===== src/rtl/scancode_pkg.sv =====
// -----------------------------------------------------------------------------
// scancode_pkg
// Shared definitions for the PS/2 set-2 scan-code decoder:
//   - state_e        : prefix-tracking FSM states
//   - PREFIX_*/shift/caps scan-code constants
//   - ascii_t        : lookup result (valid flag + character)
//   - scan_to_ascii(): make-code to ASCII table with shift/caps handling
// -----------------------------------------------------------------------------
package scancode_pkg;

  typedef enum logic [1:0] {
    ST_IDLE      = 2'd0,
    ST_EXT       = 2'd1,
    ST_BREAK     = 2'd2,
    ST_EXT_BREAK = 2'd3
  } state_e;

  localparam logic [7:0] PREFIX_BREAK = 8'hF0;
  localparam logic [7:0] PREFIX_EXT   = 8'hE0;
  localparam logic [7:0] LSHIFT       = 8'h12;
  localparam logic [7:0] RSHIFT       = 8'h59;
  localparam logic [7:0] CAPS         = 8'h58;
  // Keyboard error bytes; they resynchronise the FSM to IDLE.
  localparam logic [7:0] KBD_ERR_LO   = 8'h00;
  localparam logic [7:0] KBD_ERR_HI   = 8'hFF;

  typedef struct packed {
    logic       valid;
    logic [7:0] ascii;
  } ascii_t;

  // Letters select case on shift^caps; every other entry selects its shifted
  // symbol on shift alone. Codes not listed (including ack/BAT) are invalid.
  function automatic ascii_t scan_to_ascii(input logic [7:0] code,
                                           input logic       shift,
                                           input logic       caps);
    logic [7:0] un;
    logic [7:0] sh;
    logic       letter;
    ascii_t     res;
    un     = 8'h00;
    sh     = 8'h00;
    letter = 1'b0;
    case (code)
      8'h1C: begin un = "a"; sh = "A"; letter = 1'b1; end
      8'h32: begin un = "b"; sh = "B"; letter = 1'b1; end
      8'h21: begin un = "c"; sh = "C"; letter = 1'b1; end
      8'h23: begin un = "d"; sh = "D"; letter = 1'b1; end
      8'h24: begin un = "e"; sh = "E"; letter = 1'b1; end
      8'h2B: begin un = "f"; sh = "F"; letter = 1'b1; end
      8'h34: begin un = "g"; sh = "G"; letter = 1'b1; end
      8'h33: begin un = "h"; sh = "H"; letter = 1'b1; end
      8'h43: begin un = "i"; sh = "I"; letter = 1'b1; end
      8'h3B: begin un = "j"; sh = "J"; letter = 1'b1; end
      8'h42: begin un = "k"; sh = "K"; letter = 1'b1; end
      8'h4B: begin un = "l"; sh = "L"; letter = 1'b1; end
      8'h3A: begin un = "m"; sh = "M"; letter = 1'b1; end
      8'h31: begin un = "n"; sh = "N"; letter = 1'b1; end
      8'h44: begin un = "o"; sh = "O"; letter = 1'b1; end
      8'h4D: begin un = "p"; sh = "P"; letter = 1'b1; end
      8'h15: begin un = "q"; sh = "Q"; letter = 1'b1; end
      8'h2D: begin un = "r"; sh = "R"; letter = 1'b1; end
      8'h1B: begin un = "s"; sh = "S"; letter = 1'b1; end
      8'h2C: begin un = "t"; sh = "T"; letter = 1'b1; end
      8'h3C: begin un = "u"; sh = "U"; letter = 1'b1; end
      8'h2A: begin un = "v"; sh = "V"; letter = 1'b1; end
      8'h1D: begin un = "w"; sh = "W"; letter = 1'b1; end
      8'h22: begin un = "x"; sh = "X"; letter = 1'b1; end
      8'h35: begin un = "y"; sh = "Y"; letter = 1'b1; end
      8'h1A: begin un = "z"; sh = "Z"; letter = 1'b1; end
      8'h45: begin un = "0"; sh = ")"; end
      8'h16: begin un = "1"; sh = "!"; end
      8'h1E: begin un = "2"; sh = "@"; end
      8'h26: begin un = "3"; sh = "#"; end
      8'h25: begin un = "4"; sh = "$"; end
      8'h2E: begin un = "5"; sh = "%"; end
      8'h36: begin un = "6"; sh = "^"; end
      8'h3D: begin un = "7"; sh = "&"; end
      8'h3E: begin un = "8"; sh = "*"; end
      8'h46: begin un = "9"; sh = "("; end
      8'h0E: begin un = 8'h60; sh = "~"; end
      8'h4E: begin un = "-"; sh = "_"; end
      8'h55: begin un = "="; sh = "+"; end
      8'h54: begin un = "["; sh = "{"; end
      8'h5B: begin un = "]"; sh = "}"; end
      8'h5D: begin un = "\\"; sh = "|"; end
      8'h4C: begin un = ";"; sh = ":"; end
      8'h52: begin un = "'"; sh = "\""; end
      8'h41: begin un = ","; sh = "<"; end
      8'h49: begin un = "."; sh = ">"; end
      8'h4A: begin un = "/"; sh = "?"; end
      8'h29: begin un = 8'h20; sh = 8'h20; end
      8'h5A: begin un = 8'h0D; sh = 8'h0D; end
      8'h66: begin un = 8'h08; sh = 8'h08; end
      default: begin un = 8'h00; sh = 8'h00; end
    endcase
    res.valid = (un != 8'h00);
    if (letter) res.ascii = (shift ^ caps) ? sh : un;
    else        res.ascii = shift ? sh : un;
    return res;
  endfunction

endpackage


===== src/rtl/scancode_decoder_fifo.sv =====
// -----------------------------------------------------------------------------
// ascii_fifo
// Show-ahead character FIFO. FIFO_DEPTH must be a power of two >= 2 so the
// pointers wrap by natural overflow.
// Ports:
//   clk, rst          : clock, asynchronous active-low reset
//   push, push_data   : write strobe and character
//   pop               : read strobe, ignored while empty
//   head_data         : head character, 8'h00 while empty
//   not_empty         : head_data is valid
//   overflow          : sticky, set when a push is dropped on a full FIFO
// -----------------------------------------------------------------------------
module ascii_fifo #(
  parameter int FIFO_DEPTH = 8
) (
  input  logic       clk,
  input  logic       rst,
  input  logic       push,
  input  logic [7:0] push_data,
  input  logic       pop,
  output logic [7:0] head_data,
  output logic       not_empty,
  output logic       overflow
);

  localparam int AW = $clog2(FIFO_DEPTH);
  localparam int CW = AW + 1;

  logic [7:0]    mem_q [FIFO_DEPTH];
  logic [AW-1:0] wr_ptr_q, wr_ptr_d;
  logic [AW-1:0] rd_ptr_q, rd_ptr_d;
  logic [CW-1:0] count_q, count_d;
  logic          overflow_q, overflow_d;
  logic          empty, full, do_push, do_pop;

  // NOTE: every signal gets a default at the top of always_comb; a path that
  // leaves one unassigned would infer a latch.
  always_comb begin
    empty      = (count_q == '0);
    full       = (count_q == CW'(FIFO_DEPTH));
    do_pop     = pop && !empty;
    // A full FIFO still accepts a push when a pop frees a slot the same cycle.
    do_push    = push && (!full || do_pop);
    wr_ptr_d   = wr_ptr_q;
    rd_ptr_d   = rd_ptr_q;
    count_d    = count_q;
    overflow_d = overflow_q | (push && !do_push);
    if (do_push) wr_ptr_d = wr_ptr_q + AW'(1);
    if (do_pop)  rd_ptr_d = rd_ptr_q + AW'(1);
    case ({do_push, do_pop})
      2'b10:   count_d = count_q + CW'(1);
      2'b01:   count_d = count_q - CW'(1);
      default: count_d = count_q;
    endcase
  end

  // NOTE: state flops use non-blocking assignments so every flop samples the
  // pre-edge values regardless of statement order.
  always_ff @(posedge clk or negedge rst) begin
    if (!rst) begin
      wr_ptr_q   <= '0;
      rd_ptr_q   <= '0;
      count_q    <= '0;
      overflow_q <= 1'b0;
    end else begin
      wr_ptr_q   <= wr_ptr_d;
      rd_ptr_q   <= rd_ptr_d;
      count_q    <= count_d;
      overflow_q <= overflow_d;
    end
  end

  // NOTE: storage is deliberately not reset; count_q gates every read, so
  // stale contents are never observed and the array maps to plain RAM.
  always_ff @(posedge clk) begin
    if (do_push) mem_q[wr_ptr_q] <= push_data;
  end

  assign not_empty = !empty;
  assign head_data = empty ? 8'h00 : mem_q[rd_ptr_q];
  assign overflow  = overflow_q;

endmodule


===== src/rtl/scancode_decoder.sv =====
// -----------------------------------------------------------------------------
// scancode_decoder
// Turns PS/2 set-2 scan-code bytes into ASCII characters buffered in a FIFO.
// Tracks break (F0) and extended (E0) prefixes, shift state and, optionally,
// caps lock.
// Build option: define SCANCODE_CAPS_LOCK_EN to make 8'h58 toggle caps lock;
// otherwise 8'h58 is unmapped and caps_active is tied low.
// Ports:
//   clk, rst                : clock, asynchronous active-low reset
//   char_in, char_recv      : scan-code byte and its one-cycle strobe
//   ascii_out, ascii_valid  : FIFO head character and non-empty flag
//   ascii_rd                : pop request, honoured only while ascii_valid
//   shift_active            : either shift key held
//   caps_active             : caps-lock toggle state
//   overflow                : sticky dropped-character flag
// -----------------------------------------------------------------------------
module scancode_decoder
  import scancode_pkg::*;
#(
  parameter int FIFO_DEPTH = 8
) (
  input  logic       clk,
  input  logic       rst,
  input  logic [7:0] char_in,
  input  logic       char_recv,
  output logic [7:0] ascii_out,
  output logic       ascii_valid,
  input  logic       ascii_rd,
  output logic       shift_active,
  output logic       caps_active,
  output logic       overflow
);

  state_e     state_q, state_d;
  logic       shift_q, shift_d;
  logic       push;
  logic [7:0] push_data;
  ascii_t     lk;

`ifdef SCANCODE_CAPS_LOCK_EN
  logic caps_q, caps_d;

  always_ff @(posedge clk or negedge rst) begin
    if (!rst) caps_q <= 1'b0;
    else      caps_q <= caps_d;
  end

  assign caps_active = caps_q;
`else
  assign caps_active = 1'b0;
`endif

  assign lk = scan_to_ascii(char_in, shift_q, caps_active);

  always_comb begin
    state_d   = state_q;
    shift_d   = shift_q;
    push      = 1'b0;
    push_data = lk.ascii;
`ifdef SCANCODE_CAPS_LOCK_EN
    caps_d    = caps_q;
`endif
    if (char_recv) begin
      if (char_in == KBD_ERR_LO || char_in == KBD_ERR_HI) begin
        state_d = ST_IDLE;
      end else begin
        case (state_q)
          ST_IDLE: begin
            if (char_in == PREFIX_BREAK) begin
              state_d = ST_BREAK;
            end else if (char_in == PREFIX_EXT) begin
              state_d = ST_EXT;
            end else if (char_in == LSHIFT || char_in == RSHIFT) begin
              shift_d = 1'b1;
`ifdef SCANCODE_CAPS_LOCK_EN
            end else if (char_in == CAPS) begin
              caps_d = !caps_q;
`endif
            end else begin
              push = lk.valid;
            end
          end
          ST_EXT: begin
            // Extended keys produce no characters; only a pending break matters.
            state_d = (char_in == PREFIX_BREAK) ? ST_EXT_BREAK : ST_IDLE;
          end
          ST_BREAK: begin
            if (char_in == LSHIFT || char_in == RSHIFT) shift_d = 1'b0;
            state_d = ST_IDLE;
          end
          default: begin
            state_d = ST_IDLE;
          end
        endcase
      end
    end
  end

  always_ff @(posedge clk or negedge rst) begin
    if (!rst) begin
      state_q <= ST_IDLE;
      shift_q <= 1'b0;
    end else begin
      state_q <= state_d;
      shift_q <= shift_d;
    end
  end

  assign shift_active = shift_q;

  ascii_fifo #(
    .FIFO_DEPTH (FIFO_DEPTH)
  ) u_fifo (
    .clk       (clk),
    .rst       (rst),
    .push      (push),
    .push_data (push_data),
    .pop       (ascii_rd),
    .head_data (ascii_out),
    .not_empty (ascii_valid),
    .overflow  (overflow)
  );

endmodule

===== config.mk =====
export PLATFORM = sky130hd
export DESIGN_NAME = scancode_decoder
export DESIGN_NICKNAME = d
export VERILOG_FILES = /design/src/rtl/scancode_pkg.sv /design/src/rtl/scancode_decoder_fifo.sv /design/src/rtl/scancode_decoder.sv
export SDC_FILE = /design/constraint.sdc
export NUM_CORES = 1
export LEC_CHECK = 0
export CAP_MARGIN = 15
export CORE_MARGIN = 3
export CORE_UTILIZATION = 30
export CTS_CLUSTER_SIZE = 16
export DETAILED_ROUTE_END_ITERATION = 6
export GPL_TIMING_DRIVEN = 0
export HOLD_SLACK_MARGIN = 0.12
export SYNTH_ARGS = -nofsm -noshare
export SYNTH_HDL_FRONTEND = slang
export SYNTH_HIERARCHICAL = 1
export SYNTH_SLANG_ARGS = --single-unit

===== constraint.sdc =====
create_clock -name clk -period 5.95 [get_ports clk]
set_input_delay 1.785 -clock clk [delete_from_list [all_inputs] [get_ports clk]]
set_output_delay 1.785 -clock clk [all_outputs]
set_load 0.03 [all_outputs]

# After elaboration in Yosys (flattened, before gate mapping)
# Memories as Yosys holds them, arrays and structs flattened.
# Cells that the tools add are included.
# totals
ff_bits	14
mem_bits_rw	64
in_bits	12
out_inout_bits	12
word_cells	118
mem_count	1
# op_classes
n_addsub	4
n_eq_ne	65
mux	23
bitwise_logic	2
n_reduce_logical	17
# mem_list
memory	depth	word_bits	read_ports	rd_ports_with_merged_regs	write_ports	line_no	text
u_fifo.mem_q	8	8	1	0	1	scancode_decoder_fifo.sv:29	logic [7:0] mem_q [FIFO_DEPTH];
# ops
operator	n
$pmux 7 s50	2
$eq 8x6->1 const B	23
$eq 8x7->1 const B	20
$eq 8x5->1 const B	8
$eq 8x8->1 const B	3
$mux 8	2
$mux 1	12
$eq 8x4->1 const B	1
$logic_not 8->1	1
$mux 2	4
$ne 2x2->1 const B	4
$pmux 4 s2	1
$reduce_bool 8->1	1
$reduce_and 7->1	1
$add 3x1->3 const B	2
$add 4x1->4 const B	1
$eq 2x1->1 const B	2
$eq 2x2->1 const B	2
$eq 4x4->1 const B	1
$logic_not 4->1	1
$ne 4x4->1 const B	1
$pmux 2 s2	1
$reduce_bool 2->1	2
$sub 4x1->4 const B	1
8 further kinds	14

# Logic depth before layout (Yosys ltp)
# Gate-level depths: netlist (run 1).
# logic_depth
ltp_word	13
mapped_depth	15
mapped_depth_nobuf	13

# Modules after synthesis
# The synthesis (run 1) kept the hierarchy.
# by_module_without_submodules
module	instances	cells_each	area_each_um2	seq_area_each_um2
ascii_fifo	1	163	3126.7	2197.1
scancode_decoder	1	244	1601.5	75.1

# Least setup slack after synthesis (run 1)
# No wires, ideal clock.
# synth_timing
path_kind	input port to flip-flop
start	in char_in[0]
end	reg u_fifo.count_q[3]
setup_time_ns	0.143
arrival_ns	4.749
required_ns	5.807
setup_slack_ns	1.057
cell_stages	13
path_buffers	2
path_cell_list	buf_4 buf_2 nor2b_1 a32oi_1 o22ai_1 nor4_1 nand4_1 o311a_1 o31ai_4 ha_1 or3b_2 a2111oi_0 o221ai_1
# synth_between
elab_chain_cells	12
elab_cells_between_ends	71
cone_classes	57 x eq/ne; 8 x mux; 6 x reduce/logical
# synth_lines
item	line_no	text
start, declared	scancode_decoder.sv:24	input logic [7:0] char_in,
$eq 8x7->1, or another cell as far along	scancode_pkg.sv:44	case (code)
$pmux 7 s50	scancode_pkg.sv:44	
$reduce_bool 8->1	scancode_pkg.sv:97	res.valid = (un != 8'h00);
$mux 1	scancode_decoder.sv:73	end else if (char_in == LSHIFT || char_in == RSHIFT) begin
$mux 1	scancode_decoder.sv:71	end else if (char_in == PREFIX_EXT) begin
$mux 1	scancode_decoder.sv:69	if (char_in == PREFIX_BREAK) begin
$mux 1	scancode_decoder.sv:67	case (state_q)
$mux 1 (*)	scancode_decoder.sv:64	if (char_in == KBD_ERR_LO || char_in == KBD_ERR_HI) begin
$mux 1 (*)	scancode_decoder.sv:63	if (char_recv) begin
named net push	scancode_decoder.sv:36	logic push;
$logic_and 1x1->1 (*)	scancode_decoder_fifo.sv:43	do_push = push && (!full || do_pop);
$eq 2x1->1 or $eq 2x2->1 (tied branches)	scancode_decoder_fifo.sv:50	case ({do_push, do_pop})
$pmux 4 s2 or $reduce_bool 2->1 (tied branches)	--	
end signal, assigned	scancode_decoder_fifo.sv:68	count_q <= count_d;
end, declared	scancode_decoder_fifo.sv:32	logic [CW-1:0] count_q, count_d;
# The timed path passes the listed nets; every way through them passes the cells marked *.
# A chain may end at the register's enable or synchronous reset.

# Worst setup path in the final report (run 1)
# layout_timing
start	in char_in[1]
end	reg u_fifo.count_q[3]
# The elaborated chain is that of the path after synthesis.

==> results of run 1 <==
-- critical path: stages --
cell	delay, ns
clkdlybuf4s50_1	0.56
buf_2	0.23
buf_4	0.21
nor2_1	0.08
a2bb2oi_1	0.17
o2bb2ai_1	0.13
nor4_2	0.43
nand4_1	0.23
o311a_1	0.47
o31ai_4	0.15
ha_1	0.33
or3b_2	0.48
a2111oi_0	0.40
o221ai_1	0.20
-- kinds of logic after synthesis --
family,share of synthesized area [%]
fa+ha+maj,1.323
other cells,0.07931
buf+inv,5.848
simple gates,19.93
xor+xnor,1.852
flops,48.06
compound gates,13.92
mux,8.997
-- per-stage QoR --
stage          setup TNS (ns)  power [mW]  utilization (%)
2_1_floorplan               0       1.293                -
3_3_place_gp           -13.64       1.519            34.10
3_5_place_dp          -0.2116       1.536            34.40
4_1_cts                     0       2.026            36.14
5_1_grt                     0       2.113            36.23
6_report                    0       2.008            36.23
-- metal layers --
| metal | wire [µm] | share of wire [%] | GRT usage [%] |
|---|---|---|---|
| met2 | 5678 | 48 | 22.29 |
| met4 | 261 | 2.2 | 5.309 |
| met3 | 759 | 6.4 | 2.757 |
| met1 | 5235 | 44 | 18.44 |
| met5 | 0 | 0 | 0 |
-- worst max-delay path by stage --
stage	start	end	slack, ns	cells after the start
6_report	char_in[1]	u_fifo/count_q[3]	0.25	14
4_1_cts	char_in[1]	u_fifo/count_q[3]	0.15	14
5_1_grt	char_in[3]	u_fifo/count_q[3]	0.07	14
3_3_place_gp	char_in[0]	u_fifo/mem_q[0][7]	-0.61	9
3_5_place_dp	char_in[3]	u_fifo/count_q[3]	-0.21	13
2_1_floorplan	char_in[0]	u_fifo/count_q[3]	1.06	13
-- cell usage after synthesis, drive strengths merged, types with 3 or more instances --
| master | count | area, µm² |
|---|---|---|
| nand3 | 13 | 65.06 |
| nor3b | 7 | 52.55 |
| nor4b | 5 | 65.06 |
| or4 | 5 | 41.29 |
| a32oi | 6 | 52.55 |
| o311ai | 5 | 43.79 |
| nand2 | 27 | 101.4 |
| a31oi | 3 | 18.77 |
| a22o | 9 | 78.83 |
| a21oi | 19 | 95.09 |
| clkbuf | 10 | 37.54 |
| or3b | 4 | 35.03 |
| ha | 5 | 62.56 |
| o21a | 3 | 22.52 |
| mux4 | 16 | 360.4 |
| nor4bb | 4 | 55.05 |
| nand4 | 5 | 31.28 |
| nor2 | 22 | 82.58 |
| or4b | 4 | 40.04 |
| xnor2 | 6 | 52.55 |
| mux2 | 4 | 45.04 |
| dfrtp | 14 | 350.3 |
| nor3 | 9 | 45.04 |
| xor2 | 4 | 35.03 |
| inv | 9 | 33.78 |
| edfxtp | 64 | 1922 |
| o21ai | 17 | 85.08 |
| nor2b | 11 | 76.32 |
| and3 | 5 | 31.28 |
| buf | 28 | 205.2 |
| nor4 | 4 | 25.02 |
| nand2b | 8 | 50.05 |
| o22ai | 7 | 43.79 |
| or3 | 5 | 31.28 |
-- sequential cells by signal, indices dropped and copies added, names as in the netlist --
signal           flops
u_fifo/mem_q        64
u_fifo/count_q       4
u_fifo/rd_ptr_q      3
u_fifo/wr_ptr_q      3
state_q              2
shift_active         1
u_fifo/overflow      1
-- where the power goes --
group          switching, mW  internal, mW  leakage, nW
sequential            0.0485         0.659        0.760
combinational          0.432         0.381         1.01
clock                  0.207         0.280        0.126
-- final cells by class --
type | instances | area [µm²]
plain buffers | 38 | 242.7
multi-input cells | 290 | 2233
clock buffers | 10 | 229.0
repair buffers | 26 | 235.2
inverters | 9 | 33.78
flip-flops and latches | 78 | 2272
fillers | 1528 | 9767
clock inverters | 6 | 37.54
well taps | 211 | 264.0
==> run metrics, run 1 <==
status=complete, no violations; Remaining DRCs=0; Area growth syn-to-layout=17.33%; min Tclk post-route=5.699 ns; leakage=approximately 1.9 nW; Max-slew headroom=32.18%; WS Path Type=input pin to flop; HPWL after detailed placement=between 8000 and 9000 µm; die width=131.5 µm; largest net degree at the start of global routing=15; flop-to-flop setup slack=2.99 ns; Reg-to-Reg Start=u_fifo/count_q[2]; register area share after synthesis=48.06%; YS warnings=6; mean post-synth cell area=11.62 µm²; fmax=175.5 MHz; Clk pin slew, worst setup/hold paths=about 0.060 ns; core region area=15310 µm²; Pwr Density=361.9 nW/µm²; Post-synth EDFFs=64; Final Hold Viols=0; commonest non-fill, non-tap cell in the layout=edfxtp_1; Clk Latency, worst-skew pair=around 0.33 ns; design area=5548 µm²; post-route ant nets=0; CTS Root Cell=clkbuf_16; dpl ws=-0.2116 ns; number of DRC markers in iteration 0=466; Post-Route WL=11930 µm; CTS tree=done; Reg2Reg Depth=6; vias in the first global route=~3.6k; gr usage total=between 10% and 20%; Port-buffer cells=20; postcts setup bufs=0; Vias/cell=5.433; RSZ-0062 raised after global routing=false; WHS=0.4990 ns; fraction of layout cells with a size suffix above 1=19.04%; Cell Area, Synth=4728 µm²; Critical Path Fanout Max=10; fin nets=469; Max Cap Viol=0; first-pass GRT wire length=just under 20000 µm; Post-CTS Hold Fix Bufs=0; full die area=~17000 µm²; Critical Path AT=about 6 ns; RePlAce Congestion=between 0.9 and 1; Post-synth top flop=edfxtp_1; Worst Path Required=6.14 ns; vias=3629; hold depth=1; Worst R2R End=u_fifo/count_q[3]; Gate Count Post-Synth=407; Clock Skew=0.005969 ns; Post-Place Cells=652; placed cell areas=5269 µm²; Finish-stage setup viols=0; fin cells=668; #FFs+latches synth=78; peak supply drop=0.0001564 V; total iterations of the first detailed-routing run=5; initial antenna violation count=0; total I/O pin count=24; die height=131.5 µm; Synth cell types=slightly below 80; Critical Path End Type=flop; Avg WL per Cell=17.87 µm; clock sink total=78; Row Count=45; Worst-Margin Slew=a little over 1 ns; most frequent cells in the layout=edfxtp_1, nand2_1, nor2_1, clkdlybuf4s50_1, a21oi_1; ys async rst share=roughly 18%; Clock Tree Buf Depth=2; WHS Endpoint=u_fifo/overflow; cts repair resizes=0; CP startpoint kind=input pin; initial core utilization=30.87%; Final Slew Violations=0; Ant. Diodes=0; total CTS buffers=9; Hold Crit Class=flop to flop; Remaining Overflow, GRT=0; min-delay src=u_fifo/overflow; PnR worst setup slack=roughly 0.25 ns; Final period util=95.79%; H-tree lvl count=3
No activity file was read; power rests on OpenSTA's default activity.
==> inputs of run 2 (changes only) <==
--- a/config.mk
+++ b/config.mk
@@ -7,11 +7,13 @@
 export LEC_CHECK = 0
 export CAP_MARGIN = 15
 export CORE_MARGIN = 3
-export CORE_UTILIZATION = 30
+export CORE_UTILIZATION = 55
 export CTS_CLUSTER_SIZE = 16
 export DETAILED_ROUTE_END_ITERATION = 6
 export GPL_TIMING_DRIVEN = 0
 export HOLD_SLACK_MARGIN = 0.12
+export PLACE_DENSITY = 0.74
+export SLEW_MARGIN = 20
 export SYNTH_ARGS = -nofsm -noshare
 export SYNTH_HDL_FRONTEND = slang
 export SYNTH_HIERARCHICAL = 1
==> run 2 against run 1 <==
Net effect: setup slack improved by 0.021 ns; cell count fell by 16%; first-iteration DRC count rose by 3.9%; highest routed layer unchanged; sequential power barely moved; wire length fell by 0.28%; count of clock-buffer cells in the layout fell by 1; via count rose by 0.66%; worst hold slack got worse by 0.020 ns; clock power fell by 7.2%; maximum frequency rose by 0.37%; global-route usage rose by 11 points; critical path depth did not move; largest cell class is now multi-input gates.
==> run metrics, run 2 (synthesis gave the netlist of run 1 again) <==
die height=98.72 µm (was 131.5 µm); WHS=0.4789 ns (was 0.4990 ns); initial core utilization=56.97% (was 30.87%); leakage=1.869 nW (was 1.897 nW); vias=3653 (was 3629); total CTS buffers=9 (unchanged); Max-slew headroom=37.08% (was 32.18%); Psw=0.6951 mW (was 0.6873 mW); H-tree lvl count=3 (unchanged); design area=5394 µm² (was 5548 µm²); Port-buffer cells=20 (unchanged); fin nets=465 (was 469); Vias/cell=6.547 (was 5.433); Worst Path Required=6.22 ns (was 6.14 ns); fraction of layout cells with a size suffix above 1=20.09% (was 19.04%); vias in the first global route=3570 (was 3560); Final period util=95.44% (was 95.79%); initial antenna violation count=0 (unchanged); Most Frequent Cell on Critical Path=buf_4; RSZ-0062 raised after global routing=false (unchanged); Clock Skew=0.01342 ns (was 0.005969 ns); Util after Layout=64.99% (was 36.23%); Worst R2R End=u_fifo/count_q[3] (unchanged); first-pass GRT wire length=19220 µm (was 19380 µm); Post-CTS Hold Fix Bufs=0 (unchanged); clock group share of total power=22.9% (was 24.3%); Worst-Margin Slew=0.9291 ns (was 1.015 ns); Pwr Density=366.9 nW/µm² (was 361.9 nW/µm²); Avg WL per Cell=21.33 µm (was 17.87 µm); family with the most delay on the worst path=buffers and inverters (was compound AO/OA/AOI/OAI gates); Area growth syn-to-layout=14.08% (was 17.33%); Max Cap Viol=0 (unchanged); total I/O pin count=24 (unchanged); fill count=641 (was 1528); Critical Path End Type=flop (unchanged); Critical Path Fanout Max=10 (unchanged); WS Path Type=input pin to flop (unchanged); commonest non-fill, non-tap cell in the layout=edfxtp_1 (unchanged); most frequent cells in the layout=edfxtp_1, nand2_1, nor2_1, clkdlybuf4s50_1, a21oi_1 (unchanged); post-route ant nets=0 (unchanged); hold depth=1 (unchanged); Internal=1.284 mW (was 1.321 mW); Top Registers=u_fifo/mem_q: 64 flops, u_fifo/count_q: 4 flops (unchanged); peak supply drop=0.0002225 V (was 0.0001564 V); clock sink total=78 (unchanged); Reg2Reg Depth=7 (was 6); Reg-to-Reg Start=u_fifo/count_q[2] (unchanged); total iterations of the first detailed-routing run=5 (unchanged); Remaining DRCs=0 (unchanged); max reg flops=64 (unchanged); Switching Fraction=35.12% (was 34.23%); Clk Latency, worst-skew pair=0.35 ns (was 0.33 ns); Remaining Overflow, GRT=0 (unchanged); fmax=176.1 MHz (was 175.5 MHz); CP max-delay cell=or4b_2 (was clkdlybuf4s50_1); CTS tree=done (unchanged); core region area=8299 µm² (was 15310 µm²); Ant. Diodes=0 (unchanged); number of DRC markers in iteration 0=484 (was 466); Sequential Power Share=35.8% (was 35.2%); Clock Tree Buf Depth=2 (unchanged); Hold Crit Class=flop to flop (unchanged); crit-path max cell delay=0.64 ns (was 0.56 ns); Post-Route WL=11900 µm (was 11930 µm); Gate power share=41.3% (was 40.5%); Finish-stage setup viols=0 (unchanged); die width=98.72 µm (was 131.5 µm); Fin Setup TNS=0 ns (unchanged); Critical Path AT=5.94 ns (was 5.89 ns); Final Hold Viols=0 (unchanged); CTS Root Cell=clkbuf_8 (was clkbuf_16); CP startpoint kind=input pin (unchanged); min-delay src=u_fifo/overflow (unchanged); status=complete, no violations (unchanged); full die area=9746 µm² (was 17300 µm²); min Tclk post-route=5.679 ns (was 5.699 ns); largest net degree at the start of global routing=16 (was 15); Final Slew Violations=0 (unchanged); HPWL after detailed placement=8682 µm (was 8689 µm); WHS Endpoint=u_fifo/overflow (unchanged); Most flops, register=u_fifo/mem_q (unchanged); placed cell areas=5134 µm² (was 5269 µm²); RePlAce Congestion=0.9848 (was 0.9711); Row Count=33 (was 45); gr usage total=25.29% (was 13.84%); CP cell instances=clkdlybuf4s50_1 -> buf_4 -> buf_4 -> buf_2 -> o22ai_1 -> nor4_2 -> nand4_1 -> o311a_1 -> o31ai_4 -> ha_1 -> clkbuf_1 -> or4b_2 -> a21o_1 -> o221ai_1 (was clkdlybuf4s50_1 -> buf_2 -> buf_4 -> nor2_1 -> a2bb2oi_1 -> o2bb2ai_1 -> nor4_2 -> nand4_1 -> o311a_1 -> o31ai_4 -> ha_1 -> or3b_2 -> a2111oi_0 -> o221ai_1); flop-to-flop setup slack=2.95 ns (was 2.99 ns); Clk pin slew, worst setup/hold paths=0.09 ns (was 0.06 ns); Crit path buffers/inverters=5 (was 3)
==> run 2: timing repair <==
| item | in CTS | in global routing |
|---|---|---|
| setup endpoints to repair | 0 | 2 |
| setup buffers | 0 | 1 |
| resized for setup | 0 | 5 |
==> run 2: per-stage QoR <==
stage | setup slack, ns | total power, mW | cells
3_5_place_dp | -0.3102 | 1.538 | 541
6_report | 0.2714 | 1.979 | 558
5_1_grt | 0.08085 | 2.084 | 558
4_1_cts | 0.05354 | 1.989 | 557
2_1_floorplan | 1.057 | 1.293 | 415
3_3_place_gp | -0.6310 | 1.511 | 540
==> run 2: per-layer routing <==
layer	up-vias	wire (µm)	global-route usage, %	share of wire [%]
li1	1667	-	-	-
met2	202	5607	39.63	47
met1	1764	4985	35.96	42
met5	-	0	0	0
met4	0	207	8.193	1.7
met3	20	1100	4.812	9.2
==> run 2: layout make-up <==
class / count / area (µm²) / share of cell area, %
timing repair buffer: 22 / 212.7 / 3.943
buffer: 38 / 242.7 / 4.500
tap: 105 / 131.4 / 2.436
sequential: 78 / 2272 / 42.12
clock buffer: 9 / 123.9 / 2.296
inverter: 9 / 33.78 / 0.6263
multi-input combinational: 290 / 2275 / 42.17
clock inverter: 7 / 102.6 / 1.902
==> run 2: worst max path at each step <==
stage               startpoint                  to  cells past startpoint
detailed placement  char_in[3]   u_fifo/count_q[3]                     13
floorplan           char_in[0]   u_fifo/count_q[3]                     13
global placement    char_in[6]  u_fifo/mem_q[0][7]                      8
global route        char_in[3]   u_fifo/count_q[3]                     13
CTS                 char_in[3]   u_fifo/count_q[3]                     13
finish              char_in[3]   u_fifo/count_q[3]                     14
==> run 2: power by group through the flow <==
stage / registers, mW / logic, mW / clock network (mW)
floorplan: 0.713 / 0.580 / 0
finish: 0.708 / 0.818 / 0.453
global placement: 0.712 / 0.799 / 0
detailed placement: 0.721 / 0.817 / 0
global route: 0.716 / 0.881 / 0.488
CTS: 0.708 / 0.819 / 0.462
==> run 2: worst register-to-register path, stage by stage (launching register included) <==
cell	delay, ns
dfrtp_1	0.46
or3b_2	0.54
o31ai_4	0.49
ha_1	0.33
clkbuf_1	0.20
or4b_2	0.64
a21o_1	0.18
o221ai_1	0.07
==> inputs of run 3 (changes only) <==
--- a/config.mk
+++ b/config.mk
@@ -6,7 +6,7 @@
 export NUM_CORES = 1
 export LEC_CHECK = 0
 export CAP_MARGIN = 15
-export CORE_MARGIN = 3
+export CORE_MARGIN = 2
 export CORE_UTILIZATION = 55
 export CTS_CLUSTER_SIZE = 16
 export DETAILED_ROUTE_END_ITERATION = 6
==> run 3 against run 2 <==
Net effect: first-iteration DRC count is 19% lower; via count is 0.71% lower; combinational power hardly changed; core utilization is 0.24 points lower; setup slack better by 0.013 ns; largest cell class is now flip-flops and latches; largest power group unchanged.
==> run metrics, run 3 (synthesis gave the netlist of run 1 again) <==
status=complete, no violations (unchanged); Critical Path AT=5.89 ns (was 5.94 ns); Reg2Reg Depth=6 (was 7); Clock Skew=0.01239 ns (was 0.01342 ns); die height=96.72 µm (was 98.72 µm); Util after Layout=64.76% (was 64.99%); Critical Path Fanout Max=10 (unchanged); Area growth syn-to-layout=13.10% (was 14.08%); largest net degree at the start of global routing=17 (was 16); min-delay src=u_fifo/overflow (unchanged); Max Cap Viol=0 (unchanged); Remaining Overflow, GRT=0 (unchanged); Remaining DRCs=0 (unchanged); Final Slew Violations=0 (unchanged); dpl ws=-0.2040 ns (was -0.3102 ns); fmax=176.5 MHz (was 176.1 MHz); RePlAce Congestion=1.036 (was 0.9848); Vias/cell=6.500 (was 6.547); HPWL after detailed placement=8495 µm (was 8682 µm); Hold Crit Class=flop to flop (unchanged); number of DRC markers in iteration 0=391 (was 484); Max-slew headroom=36.34% (was 37.08%); Worst R2R End=u_fifo/count_q[3] (unchanged); initial core utilization=57.26% (was 56.97%); CTS tree=done (unchanged); M2 GR Usage=40.97% (was 39.63%); postcts setup bufs=0 (unchanged); WS Path Type=input pin to flop (unchanged); most frequent cells in the layout=edfxtp_1, nand2_1, nor2_1, clkdlybuf4s50_1, a21oi_1 (unchanged); total iterations of the first detailed-routing run=6 (was 5); Clk pin slew, worst setup/hold paths=0.08 ns (was 0.09 ns); Most flops, register=u_fifo/mem_q (unchanged); clock sink total=78 (unchanged); initial antenna violation count=0 (unchanged); Worst Path Required=6.17 ns (was 6.22 ns); total CTS buffers=9 (unchanged); Critical Path Start=char_in[3] (unchanged); Worst-Margin Slew=0.9414 ns (was 0.9291 ns); GR met1 Demand/Resource=35.74% (was 35.96%); Row Count=33 (unchanged); peak supply drop=0.0002322 V (was 0.0002225 V); fin cells=558 (unchanged); min Tclk post-route=5.665 ns (was 5.679 ns); M3 GR Usage=5.058% (was 4.812%); Pwr Density=355.3 nW/µm² (was 366.9 nW/µm²); gr usage total=25.80% (was 25.29%); capture point of the critical path=u_fifo/count_q[3] (unchanged); CTS Root Cell=clkbuf_8 (unchanged); Top Registers=u_fifo/mem_q: 64 flops, u_fifo/count_q: 4 flops (unchanged); Avg WL per Cell=20.84 µm (was 21.33 µm); Post-Route WL=11630 µm (was 11900 µm); total I/O pin count=24 (unchanged); vias in the first global route=3573 (was 3570); post-route ant nets=0 (unchanged); Port-buffer cells=20 (unchanged); vias=3627 (was 3653); max reg flops=64 (unchanged); core region area=8258 µm² (was 8299 µm²); Reg-to-Reg Start=u_fifo/count_q[2] (unchanged); fin nets=465 (unchanged); H-tree lvl count=3 (unchanged); Critical Path End Type=flop (unchanged); first-pass GRT wire length=19000 µm (was 19220 µm); busiest layer in global routing=met2 (unchanged); PnR worst setup slack=0.2847 ns (was 0.2714 ns); Clock Tree Buf Depth=2 (unchanged); Clk Latency, worst-skew pair=0.35 ns (about the same); Finish-stage setup viols=0 (unchanged); commonest non-fill, non-tap cell in the layout=edfxtp_1 (unchanged); Post-Place Cells=542 (was 541); die width=96.72 µm (was 98.72 µm); flop-to-flop setup slack=2.99 ns (was 2.95 ns); power after layout=1.900 mW (was 1.979 mW); Final Hold Viols=0 (unchanged); Final period util=95.21% (was 95.44%); RSZ-0062 raised after global routing=false (unchanged); CP startpoint kind=input pin (unchanged); leakage=1.837 nW (was 1.869 nW); Ant. Diodes=0 (unchanged); fraction of layout cells with a size suffix above 1=20.09% (unchanged); full die area=9355 µm² (was 9746 µm²)
## run 3: cell count changes in the layout (fill, tap and decap cells not counted)
| cell | change |
|---|---|
| clkinv_8 | +1 |
| ha_4 | -1 |
| a2111oi_0 | +1 |
| buf_2 | -1 |
| ha_2 | +1 |
| a2111oi_1 | -1 |
| buf_4 | +1 |
| inv_8 | -1 |
| clkinv_2 | -1 |
| bufinv_16 | -2 |
| clkinvlp_4 | +3 |
## run 3: through the flow
stage | hold WS (ns) | area [µm²] | TNS (ns)
detailed placement | 0.4666 | 5144 | -0.2040
CTS | 0.4956 | 5333 | 0
global placement | 0.4756 | 5090 | -16.06
global route | 0.5471 | 5348 | 0
finish | 0.4925 | 5348 | 0
floorplan | 0.5185 | 4758 | 0
## run 3: critical path, stage by stage
cell	delay, ns
clkdlybuf4s50_1	0.59
buf_4	0.21
buf_4	0.20
nor2_1	0.09
a2bb2oi_1	0.17
o2bb2ai_1	0.12
nor4_2	0.42
nand4_1	0.28
o311a_1	0.48
o31ai_4	0.17
ha_2	0.34
or3b_2	0.47
a2111oi_0	0.38
o221ai_1	0.17
## run 3: cell type report
class	count	area, µm²
tap	105	131.4
fill	657	2910
sequential	78	2272
multi-input combinational	290	2263
timing repair buffer	22	215.2
clock inverter	7	65.06
buffer	38	242.7
inverter	9	33.78
clock buffer	9	123.9
## run 3: power by group
part	switching (mW)	internal, mW	total, mW	leakage, nW
registers	0.0522	0.658	0.710	0.760
clock network	0.215	0.159	0.374	0.0856
logic	0.434	0.382	0.816	0.992
total	0.701	1.20	1.90	1.84
## run 3: worst min-delay path by stage
| stage | to | slack, ns | cells after the start |
|---|---|---|---|
| finish | u_fifo/overflow | 0.49 | 1 |
| global route | u_fifo/overflow | 0.55 | 1 |
| CTS | u_fifo/overflow | 0.50 | 1 |
| detailed placement | u_fifo/overflow | 0.47 | 1 |
| global placement | u_fifo/overflow | 0.48 | 1 |
| floorplan | u_fifo/rd_ptr_q[2] | 0.52 | 1 |
## run 3: what timing repair did
action,4_1_cts,5_1_grt
gates resized for setup,0,3
endpoints found under the setup margin,0,1
hold buffers,0,0
## run 3: metal layers
layer | vias to the layer above | part of all wire (%) | routed length (µm)
li1 | 1670 | - | -
met1 | 1750 | 42 | 4890
met2 | 181 | 48 | 5545
met3 | 26 | 7.9 | 924
met4 | 0 | 2.3 | 268
met5 | - | 0 | 0
==> edit 1: new RTL, flow settings as in run 1 <==
Compare `count_q` against `CW'(FIFO_DEPTH)` with >= in place of ==.
--- a/src/rtl/scancode_decoder_fifo.sv
+++ b/src/rtl/scancode_decoder_fifo.sv
@@ -38,5 +38,5 @@
   always_comb begin
     empty      = (count_q == '0);
-    full       = (count_q == CW'(FIFO_DEPTH));
+    full       = (count_q >= CW'(FIFO_DEPTH));
     do_pop     = pop && !empty;
     // A full FIFO still accepts a push when a pop frees a slot the same cycle.
Behaviour: no difference found for any inputs over 4 cycles, from zero or initial values and one cycle with rst low; that may be too few to reach the edited logic, so the function may still have changed.
==> edit 1 against run 1 <==
Worst setup slack worse by 0.048 ns. Routed wire length down 0.76%. Power up 2.0%. Sequential cell count unchanged. Die area down 1.3%. Sequential share of layout area up 0.57 points. Synthesized area down 1.3%. Hold slack worse by 0.015 ns. Cell area down 1.4%. Critical path type unchanged. Largest power group unchanged.
==> edit 1: results <==
export IMPL_use_met1=0.1831
export IMPL_track_usage=0.1443
export IMPL_wl_met1_microns=5031
export IMPL_grtUsageMet3=0.02642
export IMPL_wl_met2_microns=5731
export IMPL_final_fill_count=1440
export IMPL_avgSynthCellArea_sq_um=11.46
export IMPL_relSlewSlack=0.3757
export IMPL_p_switching_uw=679.2
export IMPL_layout_drive_gt1_share=0.1740
export IMPL_yosysSeqAreaShare=0.4871
export IMPL_ys_top_cells_by_area="edfxtp_1 (41%), mux4_2 (7.7%), dfrtp_1 (7.5%), nor2_1 (2.6%), nand2_1 (2.4%)"
export IMPL_drt_initial_drc_count=388
export IMPL_worstSetupStartpoint="char_in[7]"
export IMPL_place_area_sq_um=5140
export IMPL_dp_hpwl_microns=8420
export IMPL_arrival_ns=5.70
export IMPL_vias_per_cell=5.661
export IMPL_portBuffers=20
export IMPL_top_regs="u_fifo/mem_q (64), u_fifo/count_q (4)"
export IMPL_leakage_uw=0.001912
export IMPL_worst_path_max_delay_cell="nor2_1"
export IMPL_reg2reg_depth=9
export IMPL_status="finished, final reports clean"
export IMPL_wirelength_microns=11840
export IMPL_fin_nets=466
export IMPL_gr_usage_met2=0.2372
export IMPL_grt_pass1_vias=3621
export IMPL_netlist_top_cells_count="edfxtp_1 (64), nor2_1 (32), nand2_1 (30)"
export IMPL_grt_first_pass_wirelength_microns=19140
export IMPL_wl_per_cell_microns=18.56
export IMPL_met3WireLength_microns=658
export IMPL_slowest_delay_ns=0.72
export IMPL_place_congestion=0.9874
export IMPL_skew_ns=0.005323
## edit 1: cell types whose count changed after synthesis, sizes merged, moves of 3 or more
cell / delta
xnor2: -3
nor2: +10
xor2: +4
buf: -3
nand2: +3
a22o: -8
mux2i: +7
## edit 1: power groups by stage
stage / clock network [uW] / logic [uW] / registers, uW
final: 583 / 761 / 704
after global routing: 616 / 827 / 710
after CTS: 596 / 768 / 703
after detailed placement: 0 / 764 / 714
after global placement: 0 / 750 / 708
after floorplan: 0 / 530 / 711
## edit 1: worst paths after layout
kind                                      end  slack [ns]
setup / recovery           u_fifo/mem_q[6][2]        0.20
hold / removal                u_fifo/overflow        0.48
setup reg to reg            u_fifo/count_q[3]        3.09
hold reg to reg               u_fifo/overflow        0.48
max in group asynchronous   u_fifo/count_q[0]        3.68
min in group asynchronous        shift_active        1.85
## edit 1: area by class of cell
type | instances | area [sq um] | share of cell area
sequential | 78 | 2272 | 0.4153
multi-input combinational | 294 | 2191 | 0.4004
tap | 184 | 230.2 | 0.04208
clock buffer | 9 | 225.2 | 0.04116
timing repair buffer | 23 | 215.2 | 0.03933
buffer | 35 | 211.5 | 0.03865
clock inverter | 7 | 96.34 | 0.01761
inverter | 8 | 30.03 | 0.005488
## edit 1: logic make-up after synthesis
family | after synthesis | share of synthesized area
DFF | 78 | 0.4871
adders and majority gates | 5 | 0.01341
AOI/OAI and AO/OA | 79 | 0.1113
muxes | 29 | 0.1070
other | 1 | 0.0008039
xor gates and xnor gates | 11 | 0.02066
buffers and inverters | 43 | 0.05177
and+or+nand+nor | 161 | 0.2079
## edit 1: worst max-delay path, delay by kind of cell
kind            cells  cell delay (ns)
simple gates        6             2.20
buf+inv             3             1.03
compound gates      3             0.65
==> edit 2: new RTL, config.mk and constraints of run 1 <==
Without the edit above. `FIFO_DEPTH` is set to 8 in 2 places; all go to 16.
--- a/src/rtl/scancode_decoder_fifo.sv
+++ b/src/rtl/scancode_decoder_fifo.sv
@@ -12,5 +12,5 @@
 // -----------------------------------------------------------------------------
 module ascii_fifo #(
-  parameter int FIFO_DEPTH = 8
+  parameter int FIFO_DEPTH = 16
 ) (
   input  logic       clk,
--- a/src/rtl/scancode_decoder.sv
+++ b/src/rtl/scancode_decoder.sv
@@ -18,5 +18,5 @@
   import scancode_pkg::*;
 #(
-  parameter int FIFO_DEPTH = 8
+  parameter int FIFO_DEPTH = 16
 ) (
   input  logic       clk,
Formal check against the unedited RTL: not equivalent (Yosys sat finds a counterexample within 10 cycles, from zero or initial values and one cycle with rst low).
==> edit 2 against run 1 <==
Routed wire length rose by 48%. Die area grew 55%. Highest routed layer unchanged. Critical endpoint is now u_fifo/mem_q[15][5]. Largest power group unchanged. Utilization decreased by 0.076 points. Cell area increased by 59%. Worst setup slack got worse by 0.019 ns. Synthesized area rose by 58%. Power up 78%. Sequential cell count up 67. Sequential share of layout area is 7.5 points higher.
==> edit 2: results <==
export IMPL_status="finished, final reports clean"
export IMPL_n_antenna_cell=0
export IMPL_place_congestion=0.9438
export IMPL_grt_pass1_vias=4958
export IMPL_worstMarginPinSlew_ns=0.9226
export IMPL_wl_per_cell_microns=18.71
export IMPL_skew_ns=0.009618
export IMPL_dp_hpwl_microns=12420
export IMPL_clk_path_buf_depth=2
export IMPL_final_fill_count=2399
export IMPL_place_area_sq_um=8203
export IMPL_top_regs="u_fifo/mem_q (128), u_fifo/count_q (5)"
export IMPL_drt_pass1_iterations=5
export IMPL_layout_drive_gt1_share=0.2119
export IMPL_worst_path_max_delay_cell="nor2_1"
export IMPL_wirelength_microns=17720
export IMPL_antenna_found_initial=0
export IMPL_cts_root_buf="clkbuf_16"
export IMPL_avgSynthCellArea_sq_um=13.61
export IMPL_h_tree_depth=4
export IMPL_drc=0
export IMPL_clk_insertion_delay_late_ns=0.42
export IMPL_fin_nets=631
export IMPL_yosysSeqAreaShare=0.5724
export IMPL_place_ws_ns=-0.3018
export IMPL_peakVddDrop_mv=0.3167
export IMPL_synth_cell_type_count=74
export IMPL_post_cts_buffers=0
export IMPL_yosys_warnings=6
export IMPL_crit_family="simple AND/OR/NAND/NOR gates"
export IMPL_worstHoldPathType="flip-flop to flip-flop"
export IMPL_arrival_ns=5.76
export IMPL_postSynth_asyncResetShare=0.1172
export IMPL_vias_per_cell=5.188
export IMPL_slowest_delay_ns=0.69
export IMPL_portBuffers=20
export IMPL_grt_first_pass_wirelength_microns=28100
export IMPL_netlist_top_cells_count="edfxtp_1 (128), mux4_2 (32), nand2_1 (30)"
export IMPL_track_usage=0.1384
export IMPL_leakage_uw=0.002991
export IMPL_cts_buffers=17
export IMPL_post_place_cells=914
export IMPL_drt_initial_drc_count=537
export IMPL_path_clk_slew_ns=0.06
export IMPL_ys_top_cells_by_area="edfxtp_1 (52%), mux4_2 (9.7%), dfrtp_1 (5.7%), a21oi_1 (1.9%), mux2_2 (1.5%)"
export IMPL_synth_edf_count=128
export IMPL_maxSlewViolCount=0
export IMPL_cp_max_fo=10
export IMPL_yosysTopAreaCell="edfxtp_1"
export IMPL_grt_max_degree=18
edit 2: repair_timing:
item                       in CTS  in global routing
setup endpoints to repair       0                 33
hold endpoints to repair        0                  0
gates resized for setup         0                  4
edit 2: kinds of logic (layout without fill, tap and decap cells):
group	after synthesis	count (layout)	share of synthesized area
xor+xnor	12	12	0.01409
fa+ha+maj	9	9	0.01611
simple gates	163	163	0.1344
mux	56	56	0.1310
other cells	1	17	0.0005028
compound gates	102	102	0.08891
flops	145	145	0.5724
buf+inv	60	119	0.04261
edit 2: power by group:
group / leakage (uW) / internal (uW) / switching, uW / total [uW]
Clock: 0.000285 / 598 / 456 / 1050
Sequential: 0.00138 / 1200 / 43.4 / 1240
Combinational: 0.00133 / 567 / 705 / 1270
Total: 0.00299 / 2370 / 1200 / 3570
edit 2: layout make-up:
| cell class | count | area (sq um) | share of cell area |
|---|---|---|---|
| clock buffers | 17 | 425.4 | 0.04825 |
| multi-input cells | 359 | 2980 | 0.3380 |
| flip-flops and latches | 145 | 4269 | 0.4842 |
| plain buffers | 43 | 254.0 | 0.02881 |
| inverters | 17 | 63.81 | 0.007237 |
| repair buffers | 27 | 254.0 | 0.02881 |
| clock inverters | 15 | 165.2 | 0.01873 |
| well taps | 324 | 405.4 | 0.04598 |
edit 2: path summary, 6_finish.rpt:
check,startpoint,end,slack [ns],depth (start not counted)
setup / recovery,char_in[7],u_fifo/mem_q[15][5],0.23,12
hold / removal,u_fifo/overflow,u_fifo/overflow,0.48,1
setup reg to reg,state_q[0],u_fifo/mem_q[15][5],3.03,7
hold reg to reg,u_fifo/overflow,u_fifo/overflow,0.48,1
max in group asynchronous,rst,u_fifo/rd_ptr_q[3],3.50,1
min in group asynchronous,rst,u_fifo/count_q[3],1.89,1
edit 2: worst register-to-register path: stages, from the launching register on:
cell	delay, ns
dfrtp_1	0.38
inv_1	0.07
nand4_1	0.12
nor2_1	0.19
o311a_2	0.32
a21boi_1	0.52
nand3_1	0.25
nor2_1	0.69
edit 2: stage by stage:
| stage | utilization | hold slack (ns) | setup TNS, ns |
|---|---|---|---|
| after floorplan | - | 0.5269 | 0 |
| after CTS | 0.3605 | 0.4796 | 0 |
| after global placement | 0.3331 | 0.4591 | -53.85 |
| after detailed placement | 0.3363 | 0.4596 | -8.184 |
| final | 0.3615 | 0.4772 | 0 |
| after global routing | 0.3615 | 0.4916 | -0.2132 |
edit 2: metal layers:
metal,vias up,wire [microns],global-route usage
li1,2260,-,-
met1,2404,7901,0.1908
met5,-,0,0
met3,29,1326,0.03297
met2,220,8220,0.2164
met4,0,267,0.04306
